==> src/rtl/tomasulo_pkg.sv <==
// rtl/tomasulo_pkg.sv - shared reorder-buffer sizes and entry type
// Purpose : default ROB geometry and the per-entry record used by reorder_buffer.
// Contents: ROB_DEPTH, ROB_TAG_W, ROB_REG_W, ROB_DATA_W, rob_entry_t.
package tomasulo_pkg;

   localparam int ROB_DEPTH  = 8;
   localparam int ROB_TAG_W  = 3;
   localparam int ROB_REG_W  = 4;
   localparam int ROB_DATA_W = 16;

   typedef struct packed {
      logic                  busy;
      logic                  ready;
      logic [ROB_REG_W-1:0]  dest;
      logic [ROB_DATA_W-1:0] value;
   } rob_entry_t;

endpackage

==> src/rtl/rob_ptr_ctr.sv <==
// rtl/rob_ptr_ctr.sv - wrap-around ROB pointer with increment and clear
// Purpose : W-bit pointer that wraps naturally at 2**W.
// Ports   : i_clk   - clock
//           i_rst   - synchronous active-high reset (pointer to 0)
//           i_clr   - synchronous clear (pointer to 0)
//           i_inc   - advance pointer by one
//           o_ptr   - current pointer value
module rob_ptr_ctr #(
   parameter int W = 3
) (
   input  logic         i_clk,
   input  logic         i_rst,
   input  logic         i_clr,
   input  logic         i_inc,
   output logic [W-1:0] o_ptr
);

   logic [W-1:0] r_ptr;

   always_ff @(posedge i_clk) begin
      if (i_rst || i_clr) begin
         r_ptr <= '0;
      end else if (i_inc) begin
         r_ptr <= r_ptr + 1'b1;
      end
   end

   assign o_ptr = r_ptr;

endmodule

==> src/rtl/reorder_buffer.sv <==
// rtl/reorder_buffer.sv - in-order commit reorder buffer for a Tomasulo core
// Purpose : allocates entries at tail, captures CDB results, retires head in order.
// Ports   : clk1, rst                        - clock, sync active-high reset
//           alloc_valid/dest/ready/tag       - issue-side allocation handshake
//           cdb_valid/tag/data               - result broadcast
//           src_tag/ready/data               - combinational operand lookup
//           commit_valid/dest/data           - registered register-bank write
//           flush                            - discard all in-flight entries
//           count                            - occupied entries, 0..DEPTH
module reorder_buffer #(
   parameter int DEPTH  = tomasulo_pkg::ROB_DEPTH,
   parameter int TAG_W  = tomasulo_pkg::ROB_TAG_W,
   parameter int REG_W  = tomasulo_pkg::ROB_REG_W,
   parameter int DATA_W = tomasulo_pkg::ROB_DATA_W
) (
   input  logic              clk1,
   input  logic              rst,
   input  logic              alloc_valid,
   input  logic [REG_W-1:0]  alloc_dest,
   output logic              alloc_ready,
   output logic [TAG_W-1:0]  alloc_tag,
   input  logic              cdb_valid,
   input  logic [TAG_W-1:0]  cdb_tag,
   input  logic [DATA_W-1:0] cdb_data,
   input  logic [TAG_W-1:0]  src_tag,
   output logic              src_ready,
   output logic [DATA_W-1:0] src_data,
   output logic              commit_valid,
   output logic [REG_W-1:0]  commit_dest,
   output logic [DATA_W-1:0] commit_data,
   input  logic              flush,
   output logic [TAG_W:0]    count
);
   import tomasulo_pkg::*;

   rob_entry_t        r_rob [DEPTH];
   logic [TAG_W:0]    r_count;
   logic              r_commit_valid;
   logic [REG_W-1:0]  r_commit_dest;
   logic [DATA_W-1:0] r_commit_data;

   logic [TAG_W-1:0]  w_head;
   logic [TAG_W-1:0]  w_tail;
   logic              w_alloc;
   logic              w_commit;

   // Readiness uses the pre-edge count only, so a full buffer never frees a
   // slot for an allocation in the same cycle as a commit.
   assign alloc_ready = (r_count < (TAG_W+1)'(DEPTH)) && !rst;
   assign alloc_tag   = w_tail;
   assign w_alloc     = alloc_valid && alloc_ready;
   assign w_commit    = r_rob[w_head].busy && r_rob[w_head].ready;

   rob_ptr_ctr #(.W(TAG_W)) u_head (
      .i_clk (clk1),
      .i_rst (rst),
      .i_clr (flush),
      .i_inc (w_commit && !flush),
      .o_ptr (w_head)
   );

   rob_ptr_ctr #(.W(TAG_W)) u_tail (
      .i_clk (clk1),
      .i_rst (rst),
      .i_clr (flush),
      .i_inc (w_alloc && !flush),
      .o_ptr (w_tail)
   );

   // Alloc, commit and CDB never target the same field of one entry in a
   // cycle: tail==head with a busy head only happens when full (alloc
   // blocked), and the CDB only writes entries that are busy and not ready.
   always_ff @(posedge clk1) begin
      if (rst || flush) begin
         for (int i = 0; i < DEPTH; i++) begin
            r_rob[i].busy  <= 1'b0;
            r_rob[i].ready <= 1'b0;
         end
      end else begin
         if (w_commit) begin
            r_rob[w_head].busy  <= 1'b0;
            r_rob[w_head].ready <= 1'b0;
         end
         if (w_alloc) begin
            r_rob[w_tail].busy  <= 1'b1;
            r_rob[w_tail].ready <= 1'b0;
            r_rob[w_tail].dest  <= alloc_dest;
         end
         if (cdb_valid && r_rob[cdb_tag].busy && !r_rob[cdb_tag].ready) begin
            r_rob[cdb_tag].ready <= 1'b1;
            r_rob[cdb_tag].value <= cdb_data;
         end
      end
   end

   always_ff @(posedge clk1) begin
      if (rst) begin
         r_count        <= '0;
         r_commit_valid <= 1'b0;
         r_commit_dest  <= '0;
         r_commit_data  <= '0;
      end else if (flush) begin
         r_count        <= '0;
         r_commit_valid <= 1'b0;
      end else begin
         r_count        <= r_count + (TAG_W+1)'(w_alloc) - (TAG_W+1)'(w_commit);
         r_commit_valid <= w_commit;
         if (w_commit) begin
            r_commit_dest <= r_rob[w_head].dest;
            r_commit_data <= r_rob[w_head].value;
         end
      end
   end

   // No CDB bypass: a result becomes visible to operand lookup the cycle
   // after it is captured.
   assign src_ready    = r_rob[src_tag].busy && r_rob[src_tag].ready;
   assign src_data     = r_rob[src_tag].value;
   assign commit_valid = r_commit_valid;
   assign commit_dest  = r_commit_dest;
   assign commit_data  = r_commit_data;
   assign count        = r_count;

endmodule

==> config.mk <==
export PLATFORM = sky130hd
export DESIGN_NAME = reorder_buffer
export DESIGN_NICKNAME = d
export VERILOG_FILES = /design/src/rtl/tomasulo_pkg.sv /design/src/rtl/rob_ptr_ctr.sv /design/src/rtl/reorder_buffer.sv
export SDC_FILE = /design/constraint.sdc
export NUM_CORES = 1
export LEC_CHECK = 0
export CAP_MARGIN = 20
export CORE_MARGIN = 5
export CORE_UTILIZATION = 25
export CTS_CLUSTER_SIZE = 20
export DETAILED_ROUTE_END_ITERATION = 8
export GPL_ROUTABILITY_DRIVEN = 0
export HOLD_SLACK_MARGIN = 0.12
export SLEW_MARGIN = 20
export SYNTH_ARGS = -nofsm -noshare
export SYNTH_HDL_FRONTEND = slang
export SYNTH_SLANG_ARGS = --single-unit
==> constraint.sdc <==
create_clock -name clk1 -period 5.2 [get_ports clk1]
set_input_delay 1.56 -clock clk1 [delete_from_list [all_inputs] [get_ports clk1]]
set_output_delay 1.56 -clock clk1 [all_outputs]
set_load 0.02 [all_outputs]
Word level (Yosys, flattened, before mapping)
Memory sizes are Yosys's and may differ from the RTL's. A register that Yosys moved wholly into a read port is not among the register bits.
Cells that the tools add are included.
{"block": "word_totals", "ramBits": 176, "ff_bits": 31, "inputBits": 31, "output_inout_bits": 46, "wordCells": 52, "memories": 1}
{"memory": "r_rob", "depth": 8, "width": 22, "read_ports": 3, "rd_ports_with_merged_regs": 1, "wr": 8, "line_no": "reorder_buffer.sv:36", "rtl": "rob_entry_t r_rob [DEPTH];"}
{"block": "op_classes", "n_bitwise": 1, "n_mux": 22, "n_lt_le_gt_ge": 1, "n_reduce_logical": 17, "addsub": 4}
{"cell": "two-way mux 22 bit", "count": 3}
{"cell": "OR reduction 22 bit", "count": 3}
{"cell": "two-way mux 3 bit", "count": 6}
{"cell": "two-way mux 1 bit", "count": 11}
{"cell": "logical AND 1 bit", "count": 8}
{"cell": "adder 3 x 1 -> 3 bit (second input constant)", "count": 2}
{"cell": "adder 4 x 1 -> 4 bit", "count": 1}
{"cell": "less-than comparator 4 bit (second input constant)", "count": 1}
{"cell": "two-way mux 4 bit", "count": 1}
{"cell": "subtractor 4 x 1 -> 4 bit", "count": 1}
{"cell": "zero test 1 bit", "count": 3}
{"cell": "two-way mux 2 bit", "count": 1}
{"cell": "AND reduction 2 bit", "count": 1}
{"cell": "OR reduction 2 bit", "count": 1}
{"cell": "logical OR 1 bit", "count": 1}
{"cell": "NOT 1 bit", "count": 1}

Depth between registers and ports, before layout
{"block": "logic_depth", "ltp_word": 8, "depth_mapped": 11, "mapped_depth_nobuf": 10}

Hierarchy
A second synthesis with hierarchy kept.
{"block": "unflattened", "cells_unflattened": 661, "hier_area_um2": 9633.0}
{"module": "reorder_buffer", "cells_each": 639, "seq_area_each_um2": 5625.4, "n_inst": 1, "area_per_inst_um2": 9370.2}
{"module": "rob_ptr_ctr", "cells_each": 11, "seq_area_each_um2": 60.1, "n_inst": 2, "area_per_inst_um2": 131.4}

Least setup slack after synthesis
No wires, ideal clock.
{"block": "synth_timing", "path_kind": "in2out", "startpoint": "in src_tag[0]", "endpoint": "out src_ready", "n_path_buf": 2, "arrival_ps": 3109, "stages": 4, "path_slack_ps": 531, "required_ps": 3640, "cell_sequence": "clkbuf_1 buf_2 mux4_2 mux2i_1"}
{"block": "synth_between", "elab_chain_len": 2}
{"element": "start: declaration", "line_no": "reorder_buffer.sv:25", "rtl": "input logic [TAG_W-1:0] src_tag,"}
{"element": "memory (8 x 22 bit)"}
{"element": "logical AND 1 bit", "line_no": "reorder_buffer.sv:117", "rtl": "assign src_ready = r_rob[src_tag].busy && r_rob[src_tag].ready;"}
{"element": "end: declaration", "line_no": "reorder_buffer.sv:26", "rtl": "output logic src_ready,"}
Every way passes these cells.

Worst setup path after layout
{"block": "layout_timing", "startpoint": "in src_tag[1]", "endpoint": "out src_data[11]"}
{"block": "layout_between", "elab_chain_len": 1}
{"element": "memory (8 x 22 bit)"}
{"element": "end: declaration", "line_no": "reorder_buffer.sv:27", "rtl": "output logic [DATA_W-1:0] src_data,"}
Every way passes these cells.

==> metrics.yaml <==
run_status:
  status: "finished, final reports clean"
synth:
  synth_edf_count: 160
  synth_ff_type: "edfxtp_1"
  synth_xor_area_frac: 0.005669
  synth_top_family_by_area: "multiplexers"
  synth.avg_cell_area_um2: 17.07
  synthAdderAreaFrac: 0.01026
  async_flop_share: 0
  synth-seq-area-share: 0.6263
  synth-compound-area-share: 0.02740
  netlist_area_um2: 9270
  synth-simple-area-share: 0.05318
  ys_types: 46
  synthMuxAreaShare: 0.2570
  ys_ff_latch: 210
  synth_cells: 543
  synth_warnings: 0
  synth_nets: 581
setup_path:
  end_kind: "primary output"
  cp_max_fo: 33
  reg2reg_depth: 11
  critPathKind: "in2out"
  cp.arrival_ps: 3530
  crit_required_ps: 3640
  startpoint_type: "input pin"
timing:
  max_clock_freq_mhz: 196.4
  worst_slew_pin_slew_ps: 859.6
  final.min_clock_period_ps: 5091
  post-route-period-util: 0.9791
  fin_skew_ps: 19.45
  setup_tns_ps: 0
  slew_viol_final: 0
  maxSlewHeadroom: 0.4269
  finalSetupViolations: 0
  hold_violations: 0
  rsz0062_at_grt: "no"
global_routing:
  grt_max_degree: 43
  antenna_found_initial: 1
  grt-ovfl-total: 0
  grt_pass1_vias: 5663
  grtUsageTotal: 0.1125
  grt_first_pass_wirelength_um: 35480
placement:
  dp_hpwl_um: 14200
  placed_cell_area_um2: 10740
  port_buffers: 76
layout:
  antenna_cells: 0
  area_growth_pct: 25.17
  drive_gt1_frac: 0.2986
  nets: 673
  multi_input_area_um2: 3321
  design_area_um2: 11600
  seq_area_um2: 5808
  fill_cells: 3552
  fin_util: 0.3170
route:
  drt_iter0_drc: 304
  wirelength_um: 23150
  drtAntennaViolNets: 0
  first_pass_iters: 6
  drc: 0
  post_drt_via_cell_ratio: 4.654
  avgRoutedWirePerCell_um: 20.65
  vias: 5217
clock_tree:
  clkTransAtPathRegs_ps: 50
  clockBufferDepth: 3
  cts_resized: 0
  tritoncts: "built"
  cts-htree-levels: 1
  clkLatencyLatePin_ps: 510
  post_cts_buffers: 0
  cts_buffers: 25
  cts_root_buf: "clkbuf_16"
  clock-sinks: 210
  hold_buffers: 0
worst_hold_path:
  worstHoldPathCells: 2
  hold_path.class: "reg2reg"
flow_run:
  drv_cap: 0
die:
  die_y_um: 202.6
  die-area_um2: 41030
  rows: 70
  fp.dieW_um: 202.6
  io_pins: 77
  core_um2: 36610
  start_util: 0.2532
power_and_ir_drop:
  p_leak_nw: 3.621
  power.total_mw: 3.800
  ir_drop_uv: 189.3
  power-per-cell-area_nw_per_um2: 327.5
-- metrics by stage --
step | instances | setup slack [ps] | hold WS (ps)
4_1_cts | 1121 | 81.90 | 499.8
5_1_grt | 1121 | 37.25 | 523.4
2_1_floorplan | 543 | 530.9 | 460.0
3_3_place_gp | 1076 | 99.09 | 472.8
3_5_place_dp | 1076 | 96.10 | 484.7
6_report | 1121 | 108.6 | 493.7
-- critical path, stage by stage --
cell and delay (ps):
clkdlybuf4s50_1 510, buf_12 260, mux4_2 340, mux2_2 310
clkdlybuf4s50_1 560
-- sequential cells by signal (all words and copies together), names as in the netlist, named ones only --
| name | flops |
|---|---|
| commit_valid | 1 |
| u_head.o_ptr | 3 |
| u_tail.o_ptr | 3 |
| r_rob | 176 |
| commit_data | 16 |
| count | 4 |
| commit_dest | 4 |
-- routing by layer --
| layer | vias up | track usage | wire (um) |
|---|---|---|---|
| met3 | 36 | 0.02827 | 1324 |
| met2 | 107 | 0.1905 | 11620 |
| met5 | - | 0 | 13 |
| met1 | 2711 | 0.1466 | 9769 |
| met4 | 2 | 0.02522 | 425 |
| li1 | 2361 | - | - |
-- logic make-up after synthesis --
logic type,after synthesis
buffers and inverters,46
AO/OA/AOI/OAI,34
adder cells (fa/ha/maj),7
flip-flops,210
XOR/XNOR,6
AND/OR/NAND/NOR,102
multiplexers,138
-- cells in the mapped netlist (2+ instances only) --
cell type,instances,area [um2]
nor2b_1,3,18.77
inv_1,12,45.04
or3_1,2,12.51
mux4_2,76,1712
o22ai_1,6,37.54
nand3_1,5,25.02
buf_2,12,60.06
and3_1,2,12.51
ha_1,6,75.07
mux2_2,37,416.7
xnor2_1,3,26.28
a31o_2,7,61.31
xor2_1,3,26.28
mux2i_1,24,240.2
o211ai_1,3,22.52
nor3_1,5,25.02
and2_1,2,12.51
nand2_1,20,75.07
nor2_1,40,150.1
or2_2,3,18.77
nor4_1,3,18.77
clkbuf_1,17,63.81
dfxtp_1,50,1001
a21oi_1,5,25.02
buf_1,5,18.77
o21a_1,4,30.03
edfxtp_1,160,4805
nand2b_1,9,56.30
nor4b_1,2,17.52
-- power by group --
part	internal [mW]	switching (mW)	leakage (nW)
clock	1.15	0.671	0.418
sequential	1.81	0.00220	1.84
combinational	0.0847	0.0874	1.36
total	3.04	0.761	3.62
-- final timing paths --
path | start | end | slack, ps
setup / recovery | src_tag[1] | src_data[11] | 110
hold / removal | commit_dest[2] | commit_dest[2] | 490
setup reg to reg | register | count[2] | 2230
hold reg to reg | commit_dest[2] | commit_dest[2] | 490
-- final cells by class --
type / count / area share
Sequential cell: 210 / 0.5005
Multi-Input combinational cell: 287 / 0.2862
Timing Repair Buffer: 99 / 0.08432
Clock buffer: 31 / 0.05672
Tap cell: 468 / 0.05046
Clock inverter: 14 / 0.01790
Inverter: 12 / 0.003882
-- cell usage in the layout (no fill, tap or decap), types with 19 or more instances in the layout --
master,instances
clkbuf_16,25
buf_4,19
mux2i_1,24
nand2_1,20
edfxtp_1,160
mux4_2,76
nor2_1,40
dfxtp_1,48
mux2_2,37
clkdlybuf4s50_1,75
No activity file was read; power rests on OpenSTA's default activity.
